==> config.mk <==
export PLATFORM = sky130hd
export DESIGN_NAME = sub_serial_16b_flat
export DESIGN_NICKNAME = d
export VERILOG_FILES = /design/src/rtl/sub_serial_16b_if.sv /design/src/rtl/sub_serial_16b.sv /design/src/flat_wrapper.sv
export SDC_FILE = /design/constraint.sdc
export NUM_CORES = 1
export LEC_CHECK = 0
export BUFFER_PORTS_ARGS = -buffer_cell sky130_fd_sc_hd__buf_2
export CORE_ASPECT_RATIO = 1.1
export CORE_MARGIN = 8
export CORE_UTILIZATION = 50
export CTS_CLUSTER_DIAMETER = 40
export DETAILED_ROUTE_END_ITERATION = 7
export GPL_TIMING_DRIVEN = 0
export PLACE_DENSITY = 0.72
export SYNTH_ARGS = -nofsm -noshare
export SYNTH_HDL_FRONTEND = slang
export SYNTH_SLANG_ARGS = --single-unit
==> constraint.sdc <==
create_clock -name clk -period 6.3 [get_ports clk]
set_clock_uncertainty 0.05 [all_clocks]
set_input_delay 0 -clock clk [delete_from_list [all_inputs] [get_ports clk]]
set_output_delay 0 -clock clk [all_outputs]
set_load 0.005 [all_outputs]
==> src/rtl/sub_serial_16b_if.sv <==
// sub_serial_16b_if
// Purpose : bundles the request / result signals of the nibble-serial
//           subtractor so that the requester and the subtractor share one port.
// Signals : start   - request to begin a subtraction (acted on only while idle)
//           A, B    - minuend / subtrahend, taken when start is accepted
//           busy    - operation in progress or result being presented
//           done    - one-cycle pulse, results valid
//           D       - difference A - B modulo 2^N
//           B_out   - final borrow (A < B unsigned)
//           Zero    - D == 0
//           Ofl     - two's-complement overflow of A - B
// Modports: master drives the request side, slave drives the result side.
interface sub_serial_16b_if #(
  parameter int N = 16
);
  logic         start;
  logic [N-1:0] A;
  logic [N-1:0] B;
  logic         busy;
  logic         done;
  logic [N-1:0] D;
  logic         B_out;
  logic         Zero;
  logic         Ofl;

  modport master (
    output start, A, B,
    input  busy, done, D, B_out, Zero, Ofl
  );

  modport slave (
    input  start, A, B,
    output busy, done, D, B_out, Zero, Ofl
  );
endinterface

==> src/rtl/sub_serial_16b.sv <==
// sub_serial_16b
// Purpose : N-bit subtractor that processes one 4-bit nibble per clock,
//           LSB nibble first, using a 4-bit adder with inverted subtrahend
//           and a borrow flop between nibbles.
// Ports   : clk   - single clock, rising edge
//           rst_n - synchronous active-low reset
//           bus   - sub_serial_16b_if.slave (start/A/B in, busy/done/D/B_out/Zero/Ofl out)
// N must be a multiple of 4.
//
// state  | meaning
// -------+-------------------------------------------------------------
// IDLE   | waiting for start; result outputs hold the last result
// RUN    | one nibble subtracted per cycle, counter selects the nibble
// DONE   | results just loaded, done high for this one cycle
module sub_serial_16b #(
  parameter int N = 16
) (
  input  logic             clk,
  input  logic             rst_n,
  sub_serial_16b_if.slave  bus
);

  localparam int NIB = N / 4;
  localparam int CW  = (NIB > 1) ? $clog2(NIB) : 1;
  localparam logic [CW-1:0] LAST = CW'(NIB - 1);

  typedef enum logic [1:0] {
    S_IDLE = 2'd0,
    S_RUN  = 2'd1,
    S_DONE = 2'd2
  } state_t;

  state_t        r_state;
  logic [N-1:0]  r_a;
  logic [N-1:0]  r_b;
  logic [CW-1:0] r_cnt;
  logic          r_borrow;
  logic [N-1:0]  r_acc;
  logic [N-1:0]  r_d;
  logic          r_bout;
  logic          r_zero;
  logic          r_ofl;
  logic          r_busy;
  logic          r_done;

  logic [3:0]    w_a_nib;
  logic [3:0]    w_b_nib;
  logic [4:0]    w_sum;
  logic [N-1:0]  w_acc_next;
  logic          w_borrow_next;

  // Nibble datapath: A + ~B + ~borrow; carry out set means no borrow.
  always_comb begin
    w_a_nib       = r_a[4*r_cnt +: 4];
    w_b_nib       = r_b[4*r_cnt +: 4];
    w_sum         = {1'b0, w_a_nib} + {1'b0, ~w_b_nib} + {4'b0000, ~r_borrow};
    w_borrow_next = ~w_sum[4];
    w_acc_next    = r_acc;
    w_acc_next[4*r_cnt +: 4] = w_sum[3:0];
  end

  always_ff @(posedge clk) begin
    if (!rst_n) begin
      r_state  <= S_IDLE;
      r_a      <= '0;
      r_b      <= '0;
      r_cnt    <= '0;
      r_borrow <= 1'b0;
      r_acc    <= '0;
      r_d      <= '0;
      r_bout   <= 1'b0;
      r_zero   <= 1'b0;
      r_ofl    <= 1'b0;
      r_busy   <= 1'b0;
      r_done   <= 1'b0;
    end else begin
      case (r_state)
        S_IDLE: begin
          r_done <= 1'b0;
          if (bus.start) begin
            r_a      <= bus.A;
            r_b      <= bus.B;
            r_cnt    <= '0;
            r_borrow <= 1'b0;
            r_acc    <= '0;
            r_busy   <= 1'b1;
            r_state  <= S_RUN;
          end
        end

        S_RUN: begin
          r_acc    <= w_acc_next;
          r_borrow <= w_borrow_next;
          r_cnt    <= r_cnt + 1'b1;
          if (r_cnt == LAST) begin
            // Flags come from the captured operands and the fully
            // assembled difference, not from the live A/B ports.
            r_d     <= w_acc_next;
            r_bout  <= w_borrow_next;
            r_zero  <= (w_acc_next == '0);
            r_ofl   <= (r_a[N-1] ^ r_b[N-1]) & (w_acc_next[N-1] ^ r_a[N-1]);
            r_done  <= 1'b1;
            r_state <= S_DONE;
          end
        end

        S_DONE: begin
          // start is not looked at here, so a pulse in this cycle is dropped.
          r_done  <= 1'b0;
          r_busy  <= 1'b0;
          r_state <= S_IDLE;
        end

        default: begin
          r_done  <= 1'b0;
          r_busy  <= 1'b0;
          r_state <= S_IDLE;
        end
      endcase
    end
  end

  assign bus.busy  = r_busy;
  assign bus.done  = r_done;
  assign bus.D     = r_d;
  assign bus.B_out = r_bout;
  assign bus.Zero  = r_zero;
  assign bus.Ofl   = r_ofl;

endmodule

==> src/flat_wrapper.sv <==
// flat-port wrapper written by rule: the top's interface ports become plain ports
module sub_serial_16b_flat 
#(
  parameter int N = 16
)
  (clk, rst_n, bus_start, bus_A, bus_B, bus_busy, bus_done, bus_D, bus_B_out, bus_Zero, bus_Ofl);
  sub_serial_16b_if #(.N(N)) bus_i ();
  input  logic clk;
  input  logic rst_n;
  input wire logic [$bits(bus_i.start)-1:0] bus_start;
  input wire logic [$bits(bus_i.A)-1:0] bus_A;
  input wire logic [$bits(bus_i.B)-1:0] bus_B;
  output wire logic [$bits(bus_i.busy)-1:0] bus_busy;
  output wire logic [$bits(bus_i.done)-1:0] bus_done;
  output wire logic [$bits(bus_i.D)-1:0] bus_D;
  output wire logic [$bits(bus_i.B_out)-1:0] bus_B_out;
  output wire logic [$bits(bus_i.Zero)-1:0] bus_Zero;
  output wire logic [$bits(bus_i.Ofl)-1:0] bus_Ofl;
  assign bus_i.start = bus_start;
  assign bus_i.A = bus_A;
  assign bus_i.B = bus_B;
  assign bus_busy = bus_i.busy;
  assign bus_done = bus_i.done;
  assign bus_D = bus_i.D;
  assign bus_B_out = bus_i.B_out;
  assign bus_Zero = bus_i.Zero;
  assign bus_Ofl = bus_i.Ofl;
  sub_serial_16b #(.N(N)) u_core (.clk(clk), .rst_n(rst_n), .bus(bus_i));
endmodule
==> results.yml, run 1 <==
critical_path:
  ff2ff_path_depth: 8
  setup.reg_to_reg.worst_slack_ns: 3.08
  crit-reg2reg-launch: "u_core.r_cnt[0]"
  worst-endpoint-required_ns: 6.52
  endpoint_kind: "flop"
  critical_path_arrival_ns: 3.44
  timing.rr.end: "u_core.bus.D[14]"
  cp-start-kind: "flop"
  worst-path-max-fanout: 10
  worstSetupPathType: "reg2reg"
placed_design:
  place.gp.congestion: 0.821
  place.detailed.instances: 510
  dp_hpwl_mm: 5.87
  port_buffers: 55
  postPlaceCellArea_sq_mm: 0.00364
  dpl_worst_slack_ns: 3.09
pwr:
  power_per_cell_area_mw_per_mm2: 268
  cell_internal_pwr_uw: 833
  power.static_leakage_nw: 1.70
  power.share.combinational_pct: 16.0
  overall_power_after_layout_mw: 1.13
  swShare_pct: 26.3
  pwr-share-clk_pct: 40.1
  power_switching_uw: 298
  irDropWorstVdd_v: 0.000175
  pwr-share-seq_pct: 43.8
sta:
  slew_headroom_pct: 54.1
  final.setup.worst_slack_ns: 3.08
  worst_pin_slew_ns: 0.686
  max_clock_freq_ghz: 0.311
  setup_violations: 0
  timing.final.crit_share_pct: 51.1
  finalHoldViolCount: 0
  setup-tns-final_ns: 0
  unrepaired_setup_endpoints_after_global_routing: "false"
  post-route-min-period_ns: 3.22
  final-max-slew-violation-count: 0
final_layout:
  layout.nets: 518
  post_route_cells_drive_above_1_share_pct: 19.5
  flow.area_growth_from_synthesis_pct: 29.1
  insertedDiodeCount: 0
  post-route-cell-area_sq_mm: 0.00422
  stdcell_count: 559
global_route:
  grt_start_max_net_pins: 13
  grt.total_usage_pct: 19.2
  grt_antenna_before_repair: 0
  first_global_vias: 2995
  grt_pass1_wl_mm: 14.1
  globalRoute.busiestLayer: "met2"
  grt_use_met2_pct: 33.0
  gr-usage-met3_pct: 4.10
  grtUsageMet1_pct: 21.1
  grt.overflow.total: 0
drt:
  antenna_left: 0
  detailedRoute.firstPassIterationCount: 4
  avgRoutedWirePerCell_um: 15.4
  initialDrtViolationCount: 115
  drc: 0
  detail_route.wirelength_mm: 8.61
  vias_per_cell: 5.38
  num_vias: 3007
status:
  run_status: "completed"
synth:
  synth.yosys.warnings: 0
  netlist.top_cell.by_area: "dfxtp_1"
  synth_most_common_cell: "nand2_1"
  synth_cell_type_count: 44
  synth_area_leaders: "dfxtp_1 45%, nand2_1 9.5%, a21oi_1 7.2%"
  syn-num-nets: 419
  synthTopCellsByCount: "83 x nand2_1, 74 x dfxtp_1, 47 x a21oi_1, 21 x nor2_1"
  seq_area_frac_synth_pct: 45.3
  number_of_synthesized_flops_with_an_enable_pin: 0
  post_synth_instance_area_sq_mm: 0.00327
  portion_of_synthesized_cell_area_occupied_by_the_leading_cell_type_pct: 45.3
  synth.avg_cell_area_sq_um: 8.76
  ys_seq_elements: 74
  ys.flop_type: "dfxtp_1"
  postSynth.asyncResetShare_pct: 0
  post_synth_inst_count: 373
clock_network:
  clock_insertion_delay_worst_skew_ns: 0.35
  cts.sinks: 74
  cts_tree: "done"
  htree_levels: 3
  clockRootBuffer: "clkbuf_8"
  cts_buffer_depth: 2
  tritoncts.num_buffers: 9
  clk_transition_reported_paths_ns: 0.07
  post_cts.resized_instances: 0
worst_hold_path:
  timing.hold.worst_endpoint: "u_core.bus.done"
  worst_hold_path_class: "in2reg"
  worstHoldStart: "rst_n"
  hold_depth: 3
flow_run:
  drv.max_cap_violation_count: 0
die:
  row_count: 31
  design.portCount: 56
  die-area_sq_mm: 0.00938
  die_h_um: 101
  core_sq_mm: 0.00644
  die_x_um: 93.1
  initial_cell_density_of_the_core_pct: 50.7
## critical path: stages, from the launching register on
cell and delay [ns]:
dfxtp_1 0.53, buf_6 0.24, mux4_2 0.55, fa_1 0.45
inv_1 0.08, fa_1 0.24, xor2_1 0.53, a21oi_1 0.21
a211oi_1 0.24
## flip-flops by register name, indices dropped and copies added, names as in the netlist
signal and flops:
u_core.r_a 16, u_core.r_acc 16, u_core.bus.Zero 1, u_core.r_cnt 2
u_core.bus.Ofl 1, u_core.bus.done 1, u_core.bus.busy 1, u_core.bus.B_out 1
u_core.r_state 2, u_core.r_borrow 1, u_core.r_b 16, u_core.bus.D 16
## per-layer routing
layer	wire, um	part of all wire (%)	vias to the layer above
li1	-	-	1497
met2	4300	50	79
met4	257	3.0	0
met5	0	0	-
met1	3620	42	1410
met3	436	5.1	21
## cells by family after synthesis
family          synth area share [%]
simple gates                    20.7
compound gates                  18.3
flops                           45.3
buf+inv                         4.60
fa+ha+maj                       4.67
mux                             5.52
xor+xnor                       0.804
## worst max-delay path by stage
stage	slack, ns	from	cells after the start	endpoint
2_1_floorplan	3.52	u_core.r_cnt[0]	9	u_core.bus.Zero
4_1_cts	3.09	u_core.r_cnt[0]	8	u_core.bus.D[14]
5_1_grt	2.86	u_core.r_cnt[0]	8	u_core.bus.Zero
6_report	3.08	u_core.r_cnt[0]	8	u_core.bus.D[14]
3_3_place_gp	3.13	u_core.r_cnt[0]	8	u_core.bus.D[14]
3_5_place_dp	3.09	u_core.r_cnt[0]	8	u_core.bus.D[14]
## power groups by stage
| stage | logic (mW) | clock network, mW | registers [mW] |
|---|---|---|---|
| 6_report | 0.181 | 0.454 | 0.496 |
| 5_1_grt | 0.200 | 0.474 | 0.498 |
| 4_1_cts | 0.179 | 0.456 | 0.496 |
| 3_5_place_dp | 0.162 | 0 | 0.506 |
| 3_3_place_gp | 0.159 | 0 | 0.506 |
| 2_1_floorplan | 0.115 | 0 | 0.503 |
## through the flow
| step | util, % | hold slack (ns) |
|---|---|---|
| after floorplan | - | 0.0860 |
| after global placement | 56.6 | 0.191 |
| after detailed placement | 56.6 | 0.194 |
| after CTS | 65.5 | 0.0930 |
| after global routing | 65.5 | 0.150 |
| final | 65.5 | 0.109 |
## cell type report
cell class	instances	area (sq um)
inverters	15	56.3
flip-flops and latches	74	1480
repair buffers	88	606
well taps	82	103
clock inverters	4	98.8
plain buffers	21	93.8
clock buffers	12	145
fillers	551	2220
multi-input cells	263	1640
## repair_timing
action | CTS | global route
setup buffers | 0 | 0
hold buffers | 33 | 0
hold endpoints to repair | 35 | 0
## cell usage in the layout, fill, tap and decap left out, types with 6 or more instances in the layout
master and instances:
a221oi_1 8, nor3_1 14, a32o_1 9, mux4_2 8, a21oi_1 47, o21ai_1 12
clkbuf_8 10, nor2b_1 6, buf_2 61, dlygate4sd3_1 33, nand2_1 83, nor2_1 21
inv_1 13, ha_1 9, o21ai_0 6, dfxtp_1 74, clkbuf_1 16
Power figures use the tool's default switching activity.
==> inputs of run 2 (changes only) <==
==> constraint.sdc (replaced) <==
create_clock -name clk -period 3.2 [get_ports clk]
set_clock_uncertainty 0.05 [all_clocks]
set_input_delay 0 -clock clk [delete_from_list [all_inputs] [get_ports clk]]
set_output_delay 0 -clock clk [all_outputs]
set_load 0.005 [all_outputs]
==> run 2 against run 1 <==
Effect of this change:
- register-to-register slack worse by 2.9 ns
- count of clock-buffer cells in the layout stayed put
- combinational power is 100% higher
- fmax is 7.1% higher
- critical path type unchanged
- sequential cell count stayed put
- highest routed layer unchanged
- die area stayed put
==> results.yml, run 2 (synthesized netlist as in run 1, its figures left out) <==
clock_network:
  cts_buffer_depth: 2
  tritoncts.num_buffers: 9
  cts_setup_buffers: 0
  clock_insertion_delay_worst_skew_ns: 0.35
  cts.sinks: 74
  cts_tree: "done"
  clockRootBuffer: "clkbuf_8"
  clk_transition_reported_paths_ns: 0.08
  htree_levels: 3
sta:
  slew_headroom_pct: 62.3
  final.setup.worst_slack_ns: 0.194
  finalHoldViolCount: 0
  max_clock_freq_ghz: 0.333
  post-route-min-period_ns: 3.01
  final-max-slew-violation-count: 0
  setup_violations: 0
  worst_pin_slew_ns: 0.566
  timing.final.crit_share_pct: 93.9
  unrepaired_setup_endpoints_after_global_routing: "false"
  setup-tns-final_ns: 0
drt:
  detailedRoute.firstPassIterationCount: 4
  num_vias: 3015
  avgRoutedWirePerCell_um: 15.3
  antenna_left: 0
  detail_route.wirelength_mm: 8.56
  vias_per_cell: 5.39
  drc: 0
  initialDrtViolationCount: 121
critical_path:
  endpoint_kind: "flop"
  worst-endpoint-required_ns: 3.44
  critical_path.cell_chain: "buf_6 -> mux4_2 -> fa_1 -> inv_1 -> fa_1 -> clkbuf_1 -> nor3_1 -> o2111ai_1 -> o22ai_1"
  critical_path_arrival_ns: 3.24
  worstSetupPathType: "reg2reg"
  worst-path-max-fanout: 10
  timing.critical_path.slowest_cell_delay_ns: 0.55
  cp-start-kind: "flop"
  path_common_cell: "fa_1"
  crit_path_top_delay_cell: "mux4_2"
global_route:
  first_global_vias: 2995
  grt_pass1_wl_mm: 14.1
  gr-usage-met3_pct: 4.10
  globalRoute.busiestLayer: "met2"
  grt_antenna_before_repair: 0
  grt.overflow.total: 0
  grtUsageMet1_pct: 21.1
  grt_use_met2_pct: 33.0
  grt_start_max_net_pins: 13
  grt.total_usage_pct: 19.2
placed_design:
  place.gp.congestion: 0.821
  postPlaceCellArea_sq_mm: 0.00364
  dp_hpwl_mm: 5.87
  port_buffers: 55
  dpl_worst_slack_ns: -0.00599
die:
  die-area_sq_mm: 0.00938
  design.portCount: 56
  die_x_um: 93.1
  die_h_um: 101
  row_count: 31
  core_sq_mm: 0.00644
  initial_cell_density_of_the_core_pct: 50.7
final_layout:
  layout.nets: 518
  insertedDiodeCount: 0
  post_route_cells_drive_above_1_share_pct: 20.3
  flow.area_growth_from_synthesis_pct: 29.7
  post-route-cell-area_sq_mm: 0.00424
  layout.cells.most_common: "nand2_1"
  mostFrequentLayoutCells: "83 x nand2_1, 73 x dfxtp_1, 61 x buf_2, 47 x a21oi_1, 33 x dlygate4sd3_1"
pwr:
  power.static_leakage_nw: 1.71
  irDropWorstVdd_v: 0.000345
  power_per_cell_area_mw_per_mm2: 528
flow_run:
  drv.max_cap_violation_count: 0
worst_hold_path:
  worst_hold_path_class: "in2reg"
status:
  run_status: "completed"
run 2: metrics by stage:
| step | total power, mW | utilization [%] | instances | hold slack (ns) |
|---|---|---|---|---|
| 2_1_floorplan | 1.22 | - | 373 | 0.0860 |
| 3_3_place_gp | 1.31 | 56.6 | 510 | 0.191 |
| 3_5_place_dp | 1.32 | 56.6 | 510 | 0.194 |
| 4_1_cts | 2.23 | 65.6 | 559 | 0.0930 |
| 5_1_grt | 2.32 | 65.8 | 559 | 0.150 |
| 6_report | 2.24 | 65.8 | 559 | 0.107 |
run 2: worst paths after layout:
kind	startpoint	slack [ns]	end	depth (start not counted)
hold / removal	rst_n	0.11	u_core.bus.done	3
setup reg to reg	u_core.r_cnt[0]	0.19	u_core.bus.Zero	9
setup / recovery	u_core.r_cnt[0]	0.19	u_core.bus.Zero	9
hold reg to reg	u_core.bus.busy	0.39	u_core.bus.busy	2
run 2: what timing repair did:
action / in CTS / in global routing
endpoints found under the setup margin: 1 / 13
gates resized for setup: 1 / 5
endpoints found under the hold margin: 35 / 0
hold buffers: 33 / 0
run 2: final cells by class:
cell class	instances	area (sq um)
fill	550	2200
tap	82	103
multi-input combinational	263	1650
timing repair buffer	88	606
clock inverter	4	98.8
clock buffer	12	145
inverter	15	56.3
sequential	74	1480
buffer	21	95.1
run 2: where the power goes:
part,leakage [nW],internal (mW),switching (mW)
Combinational,0.987,0.148,0.218
Clock,0.121,0.542,0.352
Sequential,0.602,0.954,0.0219
run 2: metal layers:
| layer | part of all wire, % | up-vias |
|---|---|---|
| li1 | - | 1495 |
| met4 | 2.7 | 0 |
| met1 | 42 | 1410 |
| met3 | 5.2 | 22 |
| met5 | 0 | - |
| met2 | 50 | 88 |
run 2: worst max-delay path, delay by kind of cell (launching register included):
family | cells | cell delay (ns)
multiplexers | 1 | 0.55
flip-flops | 1 | 0.43
buffers and inverters | 3 | 0.53
AND/OR/NAND/NOR | 1 | 0.26
adder cells (fa/ha/maj) | 2 | 0.86
AO/OA/AOI/OAI | 2 | 0.25
==> inputs of run 3 (changes only) <==
--- a/config.mk
+++ b/config.mk
@@ -11,7 +11,6 @@
 export CORE_UTILIZATION = 50
 export CTS_CLUSTER_DIAMETER = 40
 export DETAILED_ROUTE_END_ITERATION = 7
-export GPL_TIMING_DRIVEN = 0
 export PLACE_DENSITY = 0.72
 export SYNTH_ARGS = -nofsm -noshare
 export SYNTH_HDL_FRONTEND = slang
==> run 3 against run 2 <==
Effect of this change:
- critical path depth increased by 1
- worst hold slack improved by 0.28 ns
- worst setup slack improved by 0.13 ns
- register-to-register slack improved by 0.13 ns
- combinational power decreased by 2%
- design area decreased by 2.2%
- largest cell class unchanged
- largest power group unchanged
==> results.yml, run 3 (synthesized netlist as in run 1, its figures left out) <==
global_route:
  first_global_vias: 3026
  grt_start_max_net_pins: 47
  grt_pass1_wl_mm: 14.4
  grt.total_usage_pct: 19.4
  grt.overflow.total: 0
  grt_antenna_before_repair: 0
sta:
  worst_pin_slew_ns: 1.04
  unrepaired_setup_endpoints_after_global_routing: "false"
  max_clock_freq_ghz: 0.348
  setup-tns-final_ns: 0
  slew_headroom_pct: 30.4
  finalHoldViolCount: 0
  final-max-slew-violation-count: 0
  setup_violations: 0
  timing.final.crit_share_pct: 89.9
  post-route-min-period_ns: 2.88
die:
  design.portCount: 56
  core_sq_mm: 0.00644
  initial_cell_density_of_the_core_pct: 50.7
  die-area_sq_mm: 0.00938
  die_h_um: 101
  row_count: 31
  die_x_um: 93.1
critical_path:
  critical-path-top-delay-family: "flip-flops"
  crit_path_top_delay_cell: "dfxtp_1"
  cp-start-kind: "flop"
  cp.buffers_inverters: 3
  timing.critical_path.from: "u_core.r_cnt[0]"
  endpoint_kind: "flop"
  worstSetupPathType: "reg2reg"
  worst-path-max-fanout: 10
  timing.critical_path.slowest_cell_delay_ns: 0.60
  critical_path.cell_chain: "buf_4 -> mux4_2 -> inv_1 -> ha_1 -> a21oi_1 -> nand2_2 -> xor2_1 -> buf_4 -> nand2_1 -> a21oi_1"
  worst-endpoint-required_ns: 3.44
  critical_path_arrival_ns: 3.11
  crit-reg2reg-launch: "u_core.r_cnt[0]"
pwr:
  irDropWorstVdd_v: 0.000326
  overall_power_after_layout_mw: 2.08
  power_per_cell_area_mw_per_mm2: 502
  power.static_leakage_nw: 1.66
clock_network:
  clockRootBuffer: "clkbuf_8"
  tritoncts.num_buffers: 9
  post_cts.resized_instances: 0
  cts_tree: "done"
  cts.sinks: 74
  cts_buffer_depth: 2
  clock_insertion_delay_worst_skew_ns: 0.35
  clk_transition_reported_paths_ns: 0.09
  htree_levels: 3
placed_design:
  place.gp.congestion: 0.874
  dp_hpwl_mm: 5.72
  port_buffers: 55
  postPlaceCellArea_sq_mm: 0.00360
final_layout:
  flow.area_growth_from_synthesis_pct: 26.8
  post-route-cell-area_sq_mm: 0.00414
  mostFrequentLayoutCells: "83 x nand2_1, 74 x dfxtp_1, 55 x buf_2, 47 x a21oi_1, 34 x dlygate4sd3_1"
  layout.nets: 504
  post_route_cells_drive_above_1_share_pct: 20.3
  insertedDiodeCount: 0
  layout.cells.most_common: "nand2_1"
status:
  run_status: "completed"
drt:
  initialDrtViolationCount: 129
  antenna_left: 0
  detail_route.wirelength_mm: 8.59
  detailedRoute.firstPassIterationCount: 4
  num_vias: 3002
  drc: 0
  avgRoutedWirePerCell_um: 15.8
  vias_per_cell: 5.51
worst_hold_path:
  worst_hold_path_class: "in2reg"
  worstHoldStart: "bus_A[6]"
flow_run:
  drv.max_cap_violation_count: 0
[run 3: repair_timing]
| item | CTS | global route |
|---|---|---|
| hold buffers | 34 | 0 |
| setup buffers | 0 | 0 |
| hold endpoints to repair | 41 | 0 |
[run 3: path summary, 6_finish.rpt]
path | cells after the start | endpoint | slack, ns
worst max-delay path | 10 | u_core.bus.D[3] | 0.32
worst max register to register | 10 | u_core.bus.D[3] | 0.32
worst min register to register | 2 | u_core.bus.busy | 0.39
worst min-delay path | 4 | u_core.r_a[6] | 0.39
[run 3: area by class of cell]
type,instances,area (sq um)
clock buffer,11,141
inverter,15,56.3
timing repair buffer,95,661
multi-input combinational,263,1640
tap,82,103
clock inverter,5,62.6
sequential,74,1480
fill,552,2300
[run 3: tightest hold or removal path: cells and delay by family]
family                 cells  cell delay [ns]
AO/OA/AOI/OAI              1             0.05
buffers and inverters      2             0.65
AND/OR/NAND/NOR            1             0.05
[run 3: per-stage QoR]
step | hold WS, ns | worst slack [ns] | utilization [%] | instances
after floorplan | 0.0860 | 0.423 | - | 373
after global placement | 0.191 | 0.379 | 55.9 | 495
after detailed placement | 0.195 | 0.286 | 55.9 | 495
after CTS | 0.364 | 0.287 | 64.3 | 545
after global routing | 0.385 | 0.0555 | 64.3 | 545
final | 0.387 | 0.322 | 64.3 | 545
[run 3: report_power, final]
group	internal [mW]	switching (mW)
Combinational	0.155	0.205
Clock	0.386	0.356
Sequential	0.954	0.0249
Total	1.49	0.586
[run 3: layer usage]
metal | up-vias | wire length (um) | GRT usage (%)
met3 | 13 | 361 | 3.65
met1 | 1438 | 3660 | 22.1
met5 | - | 0 | 0
li1 | 1483 | - | -
met2 | 68 | 4410 | 34.3
met4 | 0 | 151 | 8.19
